**config.mk**
```make
export PLATFORM = sky130hd
export DESIGN_NAME = on_board
export DESIGN_NICKNAME = d
export VERILOG_FILES = /design/src/rtl/on_board.sv
export SDC_FILE = /design/constraint.sdc
export NUM_CORES = 1
export LEC_CHECK = 0
export CAP_MARGIN = 20
export CORE_UTILIZATION = 49
export DETAILED_ROUTE_END_ITERATION = 16
export HOLD_SLACK_MARGIN = 0.05
export SLEW_MARGIN = 10
export SYNTH_ARGS = -nofsm -noshare
export SYNTH_HDL_FRONTEND = slang
export SYNTH_SLANG_ARGS = --single-unit
export TNS_END_PERCENT = 30
```
**constraint.sdc**
```tcl
create_clock -name clock -period 5.3 [get_ports clock]
set_input_delay 1.325 -clock clock [delete_from_list [all_inputs] [get_ports clock]]
set_output_delay 1.325 -clock clock [all_outputs]
set_load 0.01 [all_outputs]
```
**src/rtl/on_board.sv**
```systemverilog
// on_board: runs the pipelined 16-bit CPU system and shows general register gr[select_y] as 4 hex digits on a multiplexed 7-segment display.
// Latency: enable/start/select_y pass through SYNC_STAGES flops; seg/ga are registered one clock after scan_cnt/ydisp. A select_y change is visible after SYNC_STAGES+2 clocks.
// Backpressure: none, the display free-runs. Ports: clock, reset (async active-low), enable, start, select_y[2:0] in; seg[6:0] {a..g}, ga[3:0] (active-low, ga[0] rightmost) out.

module cpu_core (
    input  logic        clock,
    input  logic        reset,
    input  logic        enable,
    input  logic        start,
    input  logic [2:0]  select_y,
    input  logic [15:0] i_datain,
    input  logic [15:0] d_datain,
    output logic [7:0]  i_addr,
    output logic [15:0] d_addr,
    output logic [15:0] d_dataout,
    output logic        d_we,
    output logic [15:0] y
);
    // Instruction fields: op=[15:11] r1=[10:8] r2=[6:4] r3=[2:0] imm8=[7:0] imm4=[3:0]
    localparam logic [4:0] OP_NOP   = 5'd0;
    localparam logic [4:0] OP_ADD   = 5'd1;
    localparam logic [4:0] OP_SUB   = 5'd2;
    localparam logic [4:0] OP_ADDI  = 5'd3;
    localparam logic [4:0] OP_LDIH  = 5'd4;
    localparam logic [4:0] OP_LOAD  = 5'd5;
    localparam logic [4:0] OP_STORE = 5'd6;
    localparam logic [4:0] OP_JUMP  = 5'd7;

    logic [7:0]  pc, pc_d;
    logic [15:0] id_ir, id_ir_d, ex_ir, ex_ir_d, mem_ir, mem_ir_d, wb_ir, wb_ir_d;
    logic [15:0] reg_A, reg_A_d, reg_B, reg_B_d;
    logic [15:0] reg_C, reg_C_d, smdr, smdr_d, reg_C1, reg_C1_d;
    logic [15:0] gr   [0:7];
    logic [15:0] gr_d [0:7];
    logic        cf, cf_d;
    logic        run, wb_wr;
    logic [2:0]  a_idx, b_idx;
    logic        unused_ir_bits;

    function automatic logic writes_gr(input logic [4:0] op);
        return op inside {OP_ADD, OP_SUB, OP_ADDI, OP_LDIH, OP_LOAD};
    endfunction

    // The whole pipeline freezes unless both switches are on.
    assign run    = enable & start;
    assign wb_wr  = writes_gr(wb_ir[15:11]);
    assign y      = gr[select_y];
    assign i_addr = pc;
    assign d_addr = reg_C;
    assign d_dataout = smdr;
    assign d_we   = run & (mem_ir[15:11] == OP_STORE);
    assign unused_ir_bits = ^{ex_ir[10:8], mem_ir[10:0], wb_ir[7:0]};

    always_comb begin
        pc_d     = pc;
        id_ir_d  = id_ir;
        ex_ir_d  = ex_ir;
        mem_ir_d = mem_ir;
        wb_ir_d  = wb_ir;
        reg_A_d  = reg_A;
        reg_B_d  = reg_B;
        reg_C_d  = reg_C;
        smdr_d   = smdr;
        reg_C1_d = reg_C1;
        cf_d     = cf;
        gr_d     = gr;
        // Immediate ops use r1 as their source; stores carry r1 as data.
        a_idx = (id_ir[15:11] == OP_ADDI || id_ir[15:11] == OP_LDIH) ? id_ir[10:8] : id_ir[6:4];
        b_idx = (id_ir[15:11] == OP_STORE) ? id_ir[10:8] : id_ir[2:0];
        if (run) begin
            // IF
            pc_d    = pc + 8'd1;
            id_ir_d = i_datain;
            // ID: jumps resolve here, squashing the instruction fetched behind them
            if (id_ir[15:11] == OP_JUMP) begin
                pc_d    = id_ir[7:0];
                id_ir_d = {OP_NOP, 11'd0};
            end
            ex_ir_d = id_ir;
            // Write-through: a write-back in the same cycle is seen by decode.
            reg_A_d = (wb_wr && wb_ir[10:8] == a_idx) ? reg_C1 : gr[a_idx];
            reg_B_d = (wb_wr && wb_ir[10:8] == b_idx) ? reg_C1 : gr[b_idx];
            // EX
            mem_ir_d = ex_ir;
            smdr_d   = reg_B;
            case (ex_ir[15:11])
                OP_ADD:   {cf_d, reg_C_d} = {1'b0, reg_A} + {1'b0, reg_B};
                OP_SUB:   {cf_d, reg_C_d} = {1'b0, reg_A} - {1'b0, reg_B};
                OP_ADDI:  reg_C_d = reg_A + {8'h00, ex_ir[7:0]};
                OP_LDIH:  reg_C_d = reg_A + {ex_ir[7:0], 8'h00};
                OP_LOAD,
                OP_STORE: reg_C_d = reg_A + {12'h000, ex_ir[3:0]};
                default:  reg_C_d = 16'h0000;
            endcase
            // MEM
            wb_ir_d  = mem_ir;
            reg_C1_d = (mem_ir[15:11] == OP_LOAD) ? d_datain : reg_C;
            // WB
            if (wb_wr) gr_d[wb_ir[10:8]] = reg_C1;
        end
    end

    always_ff @(posedge clock or negedge reset) begin
        if (!reset) begin
            pc     <= '0;
            id_ir  <= '0;
            ex_ir  <= '0;
            mem_ir <= '0;
            wb_ir  <= '0;
            reg_A  <= '0;
            reg_B  <= '0;
            reg_C  <= '0;
            smdr   <= '0;
            reg_C1 <= '0;
            cf     <= 1'b0;
            for (int i = 0; i < 8; i++) gr[i] <= '0;
        end else begin
            pc     <= pc_d;
            id_ir  <= id_ir_d;
            ex_ir  <= ex_ir_d;
            mem_ir <= mem_ir_d;
            wb_ir  <= wb_ir_d;
            reg_A  <= reg_A_d;
            reg_B  <= reg_B_d;
            reg_C  <= reg_C_d;
            smdr   <= smdr_d;
            reg_C1 <= reg_C1_d;
            cf     <= cf_d;
            for (int i = 0; i < 8; i++) gr[i] <= gr_d[i];
        end
    end
endmodule

module cpu_system (
    input  logic        clock,
    input  logic        reset,
    input  logic        enable,
    input  logic        start,
    input  logic [2:0]  select_y,
    output logic [15:0] y
);
    logic [7:0]  i_addr;
    logic [15:0] i_datain;
    logic [15:0] d_addr, d_dataout, d_datain;
    logic        d_we;
    logic [15:0] dmem [0:15];
    logic        unused_addr_bits;

    cpu_core C (
        .clock(clock), .reset(reset), .enable(enable), .start(start),
        .select_y(select_y), .i_datain(i_datain), .d_datain(d_datain),
        .i_addr(i_addr), .d_addr(d_addr), .d_dataout(d_dataout), .d_we(d_we), .y(y)
    );

    // Test program. Dependent instructions sit at least 3 slots apart
    // (no forwarding beyond the write-back write-through).
    always_comb begin
        case (i_addr)
            8'd0:    i_datain = 16'h2145; // LDIH gr1,0x45
            8'd1:    i_datain = 16'h2289; // LDIH gr2,0x89
            8'd2:    i_datain = 16'h23CD; // LDIH gr3,0xCD
            8'd3:    i_datain = 16'h1967; // ADDI gr1,0x67   -> 4567
            8'd4:    i_datain = 16'h1AAB; // ADDI gr2,0xAB   -> 89AB
            8'd5:    i_datain = 16'h1BEF; // ADDI gr3,0xEF   -> CDEF
            8'd6:    i_datain = 16'h0000; // NOP
            8'd7:    i_datain = 16'h0C12; // ADD  gr4,gr1,gr2 -> CF12
            8'd8:    i_datain = 16'h1531; // SUB  gr5,gr3,gr1 -> 8888
            8'd9:    i_datain = 16'h0E33; // ADD  gr6,gr3,gr3 -> 9BDE, cf=1
            8'd10:   i_datain = 16'h3403; // STORE gr4,[gr0+3]
            8'd11:   i_datain = 16'h2F03; // LOAD gr7,[gr0+3]
            8'd12:   i_datain = 16'h0000; // NOP
            8'd13:   i_datain = 16'h0000; // NOP
            8'd14:   i_datain = 16'h1F11; // ADDI gr7,0x11   -> CF23
            8'd15:   i_datain = 16'h380F; // JUMP 15 (park)
            default: i_datain = 16'h0000;
        endcase
    end

    always_ff @(posedge clock) begin
        if (d_we) dmem[d_addr[3:0]] <= d_dataout;
    end
    assign d_datain = dmem[d_addr[3:0]];
    assign unused_addr_bits = ^d_addr[15:4];
endmodule

module on_board #(
    parameter int SCAN_BITS   = 18,
    parameter int SYNC_STAGES = 2
) (
    input  logic       clock,
    input  logic       reset,
    input  logic       enable,
    input  logic       start,
    input  logic [2:0] select_y,
    output logic [6:0] seg,
    output logic [3:0] ga
);
    logic [SYNC_STAGES-1:0]      en_sync_q, en_sync_d;
    logic [SYNC_STAGES-1:0]      st_sync_q, st_sync_d;
    logic [SYNC_STAGES-1:0][2:0] sel_sync_q, sel_sync_d;
    logic                        enable_s, start_s;
    logic [2:0]                  select_s;
    logic [15:0]                 y;
    logic [SCAN_BITS-1:0]        scan_cnt_q, scan_cnt_d;
    logic [15:0]                 ydisp_q, ydisp_d;
    logic [6:0]                  seg_q, seg_d;
    logic [3:0]                  ga_q, ga_d;
    logic [1:0]                  digit;
    logic [3:0]                  nibble;

    assign enable_s = en_sync_q[SYNC_STAGES-1];
    assign start_s  = st_sync_q[SYNC_STAGES-1];
    assign select_s = sel_sync_q[SYNC_STAGES-1];

    cpu_system a (
        .clock(clock), .reset(reset), .enable(enable_s), .start(start_s),
        .select_y(select_s), .y(y)
    );

    always_comb begin
        en_sync_d     = en_sync_q;
        st_sync_d     = st_sync_q;
        sel_sync_d    = sel_sync_q;
        en_sync_d[0]  = enable;
        st_sync_d[0]  = start;
        sel_sync_d[0] = select_y;
        for (int i = 1; i < SYNC_STAGES; i++) begin
            en_sync_d[i]  = en_sync_q[i-1];
            st_sync_d[i]  = st_sync_q[i-1];
            sel_sync_d[i] = sel_sync_q[i-1];
        end
    end

    always_comb begin
        scan_cnt_d = scan_cnt_q + SCAN_BITS'(1);
        ydisp_d    = y;
        digit      = scan_cnt_q[SCAN_BITS-1 -: 2];
        nibble     = ydisp_q[3:0];
        ga_d       = 4'b1110;
        case (digit)
            2'd0: begin nibble = ydisp_q[3:0];   ga_d = 4'b1110; end
            2'd1: begin nibble = ydisp_q[7:4];   ga_d = 4'b1101; end
            2'd2: begin nibble = ydisp_q[11:8];  ga_d = 4'b1011; end
            default: begin nibble = ydisp_q[15:12]; ga_d = 4'b0111; end
        endcase
        case (nibble)
            4'h0: seg_d = 7'b0000001;
            4'h1: seg_d = 7'b1001111;
            4'h2: seg_d = 7'b0010010;
            4'h3: seg_d = 7'b0000110;
            4'h4: seg_d = 7'b1001100;
            4'h5: seg_d = 7'b0100100;
            4'h6: seg_d = 7'b0100000;
            4'h7: seg_d = 7'b0001111;
            4'h8: seg_d = 7'b0000000;
            4'h9: seg_d = 7'b0000100;
            4'hA: seg_d = 7'b0001000;
            4'hB: seg_d = 7'b1100000;
            4'hC: seg_d = 7'b0110001;
            4'hD: seg_d = 7'b1000010;
            4'hE: seg_d = 7'b0110000;
            default: seg_d = 7'b0111000;
        endcase
    end

    always_ff @(posedge clock or negedge reset) begin
        if (!reset) begin
            en_sync_q  <= '0;
            st_sync_q  <= '0;
            sel_sync_q <= '0;
            scan_cnt_q <= '0;
            ydisp_q    <= '0;
            seg_q      <= 7'b1111111;
            ga_q       <= 4'b1111;
        end else begin
            en_sync_q  <= en_sync_d;
            st_sync_q  <= st_sync_d;
            sel_sync_q <= sel_sync_d;
            scan_cnt_q <= scan_cnt_d;
            ydisp_q    <= ydisp_d;
            seg_q      <= seg_d;
            ga_q       <= ga_d;
        end
    end

    assign seg = seg_q;
    assign ga  = ga_q;
endmodule

```
==> results of run 1 <==
## cell families (layout without fill, tap and decap cells)
kind of cell,Yosys count,after routing
AOI/OAI and AO/OA,287,287
buffers and inverters,158,195
adders and majority gates,41,41
muxes,402,402
and+or+nand+nor,399,399
xor gates and xnor gates,46,46
DFF,567,567
## power breakdown
part | switching, uW | internal, uW
registers | 1400 | 5480
clock network | 1770 | 2480
logic | 2910 | 2790
## per-layer routing
metal,vias up,part of all wire,wire (microns),global-route usage
li1,7197,-,-,-
met1,8523,0.47,31600,0.379
met2,435,0.46,30800,0.370
met3,102,0.052,3500,0.0305
met4,0,0.020,1360,0.0626
met5,-,0,0,0
## cell usage in the layout (no fill, tap or decap), types with 11 or more instances in the layout
cell type / count
mux2i_1: 37
inv_1: 18
nand3_1: 30
dfrtp_1: 297
buf_4: 47
mux2_2: 206
o22ai_1: 48
a22o_1: 11
o21ai_1: 31
clkdlybuf4s50_1: 16
ha_1: 39
clkbuf_1: 11
nand2_1: 216
clkbuf_16: 59
nand2b_1: 12
a21oi_1: 43
nor3_1: 13
dfstp_2: 11
xnor2_1: 22
nor2_2: 13
o21ai_0: 57
nor2_1: 58
a22oi_1: 16
mux4_2: 146
xor2_1: 23
edfxtp_1: 256
## per-stage QoR
stage	instances	cell area [sq um]	util
2_1_floorplan	1900	26900	-
3_3_place_gp	2523	27900	0.516
3_5_place_dp	2523	27900	0.516
4_1_cts	2633	29800	0.553
5_1_grt	2633	29800	0.553
6_report	2633	29800	0.553
## flip-flops by register name (all words and copies together) (netlist names), 7 cells and up
register       flops
a.C.reg_C1        16
seg                7
a.C.d_dataout     16
a.C.ex_ir         14
ydisp_q           16
scan_cnt_q        18
a.C.reg_B         16
a.C.gr           128
a.C.id_ir         14
a.C.reg_A         16
a.C.i_addr         8
a.C.d_addr        16
a.dmem           256
## how the worst max path moves through the flow
stage             startpoint        endpoint  slack, ps  depth (start not counted)
2_1_floorplan   a.C.reg_B[2]  a.C.d_addr[15]       1940                         13
3_3_place_gp    a.C.reg_B[2]  a.C.d_addr[15]       1570                         12
3_5_place_dp    a.C.reg_B[2]  a.C.d_addr[15]       1580                         12
4_1_cts         a.C.reg_B[2]  a.C.d_addr[15]       1560                         12
5_1_grt        a.C.ex_ir[13]  a.C.d_addr[14]       1320                         13
6_report        a.C.reg_B[2]  a.C.d_addr[15]       1450                         12
## cell type report
cell class / instances / area, sq um / share of cell area
Timing Repair Buffer: 66 / 568 / 0.0190
Clock buffer: 76 / 1600 / 0.0536
Tap cell: 696 / 871 / 0.0292
Sequential cell: 567 / 15500 / 0.519
Clock inverter: 34 / 382 / 0.0128
Multi-Input combinational cell: 1175 / 10900 / 0.364
Inverter: 19 / 71.3 / 0.00239
## worst max-delay path, stage by stage, from the launching register on
cell	delay [ps]
dfrtp_1	460
or3_1	440
or3_1	380
nor3_1	260
o41ai_1	100
a22o_1	270
ha_1	360
nand2_1	90
or3_1	380
o211ai_1	440
o221ai_1	230
xnor2_1	210
o221ai_1	120
==> flow_metrics.tcl, run 1 <==
set metrics [dict create \
    setup_slack_ps 1450 \
    synth_xor_area_frac 0.0152 \
    postCtsSetupBuffers 0 \
    synth_seq_cells 567 \
    nNetsFinal 1936 \
    clk_pin_slew_ps 60 \
    yosys-top-cells-area "edfxtp_1 (29%), dfrtp_1 (28%), mux4_2 (12%), mux2_2 (8.6%), nand2_1 (3.0%)" \
    initial_utilization 0.499 \
    finalCritPeriodShare 0.726 \
    diodes 0 \
    synth-main-ff-cell "dfrtp_1" \
    fillers 4405 \
    cts_root_buffer "clkbuf_16" \
    hold_depth 0 \
    maxSlewHeadroom 0.268 \
    synth_compound_area_frac 0.0705 \
    grt_pass1_wl_mm 104 \
    cts_tree "yes" \
    r2r_start "a.C.reg_B[2]" \
    wl_per_cell_microns 25.5 \
    synth-edff-count 256 \
    dieWidth_microns 236 \
    drc 0 \
    status "completed" \
    wirelength_mm 67.3 \
    rsz0062_at_grt "no" \
    finalClockSkew_ps 20.9 \
    worstMarginPinSlew_ps 1100 \
    grt_pass1_vias 16226 \
    htree_levels 2 \
    synth_fa_ha_area_frac 0.0196 \
    synth.area.mux_share 0.229 \
    drive_above_1_share 0.286 \
    clkLatencyLatePin_ps 640 \
    core_sq_um 54000 \
    timing.reg2reg.setup_slack_ps 1450 \
    antenna_found_initial 1 \
    yosysMostFrequentCell "dfrtp_1" \
    synth_top_family_by_area "multiplexers" \
    hold_buffers 0 \
    cp.arrival_ps 4360 \
    ioPinCount 18 \
    rows 85 \
    maxCapViolCount 0 \
    hold_path_end "select_s[1]" \
    grt_usage 0.246 \
    whs_ps 346 \
    fmax_ghz 0.260 \
    yosysTopAreaCell "edfxtp_1" \
    synth-seq-area-share 0.575 \
    critPathMaxFanout 8 \
    yosysWarnings 0 \
    drv_slew 0 \
    drt-initial-drc-count 1244 \
    hold_start "sel_sync_d[4]" \
    path_class "flop to flop" \
    tns_ps 0 \
    dp_hpwl_mm 43.1 \
    postSynthCellCount 1900 \
    routabilityCongestion 0.923 \
    leakagePower_uw 0.0121 \
    areaGrowthSynthToFinish_pct 10.8 \
    vdd_ir_drop_max_uv 481 \
    syn_area_per_cell_sq_um 14.2 \
    clock-sinks 567 \
    critPathCaptureType "flop" \
    power_uw 16800 \
    clockBufferDepth 3 \
    start_kind "flop" \
    dr.pass1.iters 5 \
    hp-class "flop to flop" \
    power_density_nw_per_um2 564 \
    synthesis.area_sq_um 26900 \
    synth_common_cells "dfrtp_1 (300), edfxtp_1 (256), nand2_1 (217)" \
    grt.overflow.total 0 \
    yosys.area_share.simple 0.0656 \
    grt_max_degree 99 \
    chipHeight_microns 236 \
    final-hold-violation-count 0 \
    reg2reg_depth 12 \
    vias_per_cell 6.17 \
    setup_viol 0 \
    cts_made_buffers 59 \
    synth.top_cell.area_share 0.285 \
    min_period_ps 3850 \
    port-buffer-count 17 \
    synth.distinct_cells 75 \
    via_count 16257 \
    drt.antenna.violating_nets 0 \
    synth.net_count 1948 \
    required_ps 5810 \
    async_flop_share 0.549 \
    die-area_sq_um 55900 \
    dp_worst_setup_slack_ps 1580 \
    cts.repair.resized 0 \
    r2r-end "a.C.d_addr[15]" \
]
(Power assumes the default switching activity.)
==> run 2, diff against run 1 <==
Clock period 5.3 ns to 4 ns, I/O delays scaled along.
==> flow_metrics.tcl, run 2 (synthesized netlist as in run 1, its figures left out) <==
set metrics [dict create \
    critPathCaptureType "flop" \
    dr.pass1.iters 5 \
    layout_commonest_cell "dfrtp_1" \
    wirelength_mm 67.9 \
    grt_max_degree 91 \
    placed_cells 2536 \
    grt_pass1_wl_mm 104 \
    rsz0062_at_grt "no" \
    maxCapViolCount 0 \
    initial_utilization 0.499 \
    required_ps 4510 \
    rows 85 \
    setup_viol 0 \
    critPathMaxFanout 5 \
    min_period_ps 3650 \
    finalCritPeriodShare 0.913 \
    drive_above_1_share 0.290 \
    routed-wl-met2_mm 31.7 \
    die-area_sq_um 55900 \
    port-buffer-count 17 \
    ioPinCount 18 \
    dieWidth_microns 236 \
    power_density_nw_per_um2 747 \
    status "completed" \
    drt.antenna.violating_nets 0 \
    leakagePower_uw 0.0122 \
    timing.reg2reg.setup_slack_ps 350 \
    stdcell_count 2653 \
    postCtsSetupBuffers 0 \
    drt-initial-drc-count 1485 \
    clkLatencyLatePin_ps 650 \
    met1Wirelength_mm 31.1 \
    dp_hpwl_mm 45.4 \
    tns_ps 0 \
    hp-class "flop to flop" \
    final_cell_mix "dfrtp_1 (297), edfxtp_1 (256), nand2_1 (216), mux2_2 (206), mux4_2 (146)" \
    vias_per_cell 6.20 \
    whs_ps 342 \
    drc 0 \
    clockBufferDepth 3 \
    cts_root_buffer "clkbuf_16" \
    power_uw 22500 \
    cp.arrival_ps 4160 \
    clk_pin_slew_ps 60 \
    hold_depth 0 \
    wl_per_cell_microns 25.6 \
    final-hold-violation-count 0 \
    clock-sinks 567 \
    start_kind "flop" \
    routed.top_layer "met4" \
    grt_usage 0.248 \
    core_sq_um 54000 \
    worstMarginPinSlew_ps 1030 \
    vdd_ir_drop_max_uv 610 \
    diodes 0 \
    wl_met3_mm 3.82 \
    nNetsFinal 1952 \
    drv_slew 0 \
    r2r_start "a.C.reg_B[1]" \
    grt.overflow.total 0 \
    via_count 16442 \
    hold_buffers 0 \
    hold_start "st_sync_q[0]" \
    r2r-end "a.C.d_addr[15]" \
    largest_reg_flops 256 \
    areaGrowthSynthToFinish_pct 11.6 \
    antenna_found_initial 0 \
    hold_path_end "st_sync_q[1]" \
    maxSlewHeadroom 0.311 \
    utilization 0.557 \
    cts.repair.resized 0 \
    routabilityCongestion 0.899 \
    cts_tree "yes" \
    path_class "flop to flop" \
    chipHeight_microns 236 \
    htree_levels 2 \
    reg2reg_depth 12 \
    finalClockSkew_ps 33.4 \
    grt_pass1_vias 16399 \
    cts_made_buffers 61 \
    fmax_ghz 0.274 \
]
==> run 2: cell count changes in the layout (fill, tap and decap cells not counted), sizes merged <==
cell      before  now
clkinv        20   21
buf           50   64
inv           22   20
clkbuf        76   86
clkinvlp       4    2
bufinv         7    6
==> run 2: report_power, final <==
part           internal [uW]  switching, uW
registers               7260           1800
logic                   3750           3950
clock network           3330           2360
total                  14300           8110
==> run 2: worst max-delay path by stage <==
stage,startpoint,to,slack [ps],cells past startpoint
after detailed placement,a.C.reg_B[1],a.C.d_addr[15],330,12
after CTS,a.C.reg_B[1],a.C.d_addr[15],330,12
final,a.C.reg_B[1],a.C.d_addr[15],350,12
after global placement,a.C.reg_B[1],a.C.d_addr[15],370,12
after global routing,a.C.reg_B[1],a.C.d_addr[15],110,12
after floorplan,a.C.reg_B[2],a.C.d_addr[15],640,13
==> run 2: per-stage QoR <==
step | worst slack (ps) | instance area (sq um)
2_1_floorplan | 645 | 26900
3_5_place_dp | 328 | 28000
4_1_cts | 333 | 30100
5_1_grt | 110 | 30100
3_3_place_gp | 371 | 28000
6_report | 348 | 30100
==> run 2: layout make-up <==
type                            instances  area, sq um
Fill cell                            4375        23900
Sequential cell                       567        15500
Multi-Input combinational cell       1175        10900
Clock buffer                           86         1680
Tap cell                              696          871
Timing Repair Buffer                   80          743
Clock inverter                         30          353
Inverter                               19         71.3
==> run 2: worst max-delay path, stage by stage (launching register included) <==
cell,delay (ps)
dfrtp_1,400
or3_1,410
or3_1,380
nor3_1,250
o41ai_1,100
a22o_1,250
ha_1,370
nand2_1,90
or3_1,380
o211ai_1,380
o221ai_1,210
xnor2_1,180
o221ai_1,120
==> run 2: layer usage <==
metal,GRT usage,vias up
li1,-,7247
met1,0.374,8629
met2,0.378,485
met3,0.0352,81
met4,0.0655,0
met5,0,-
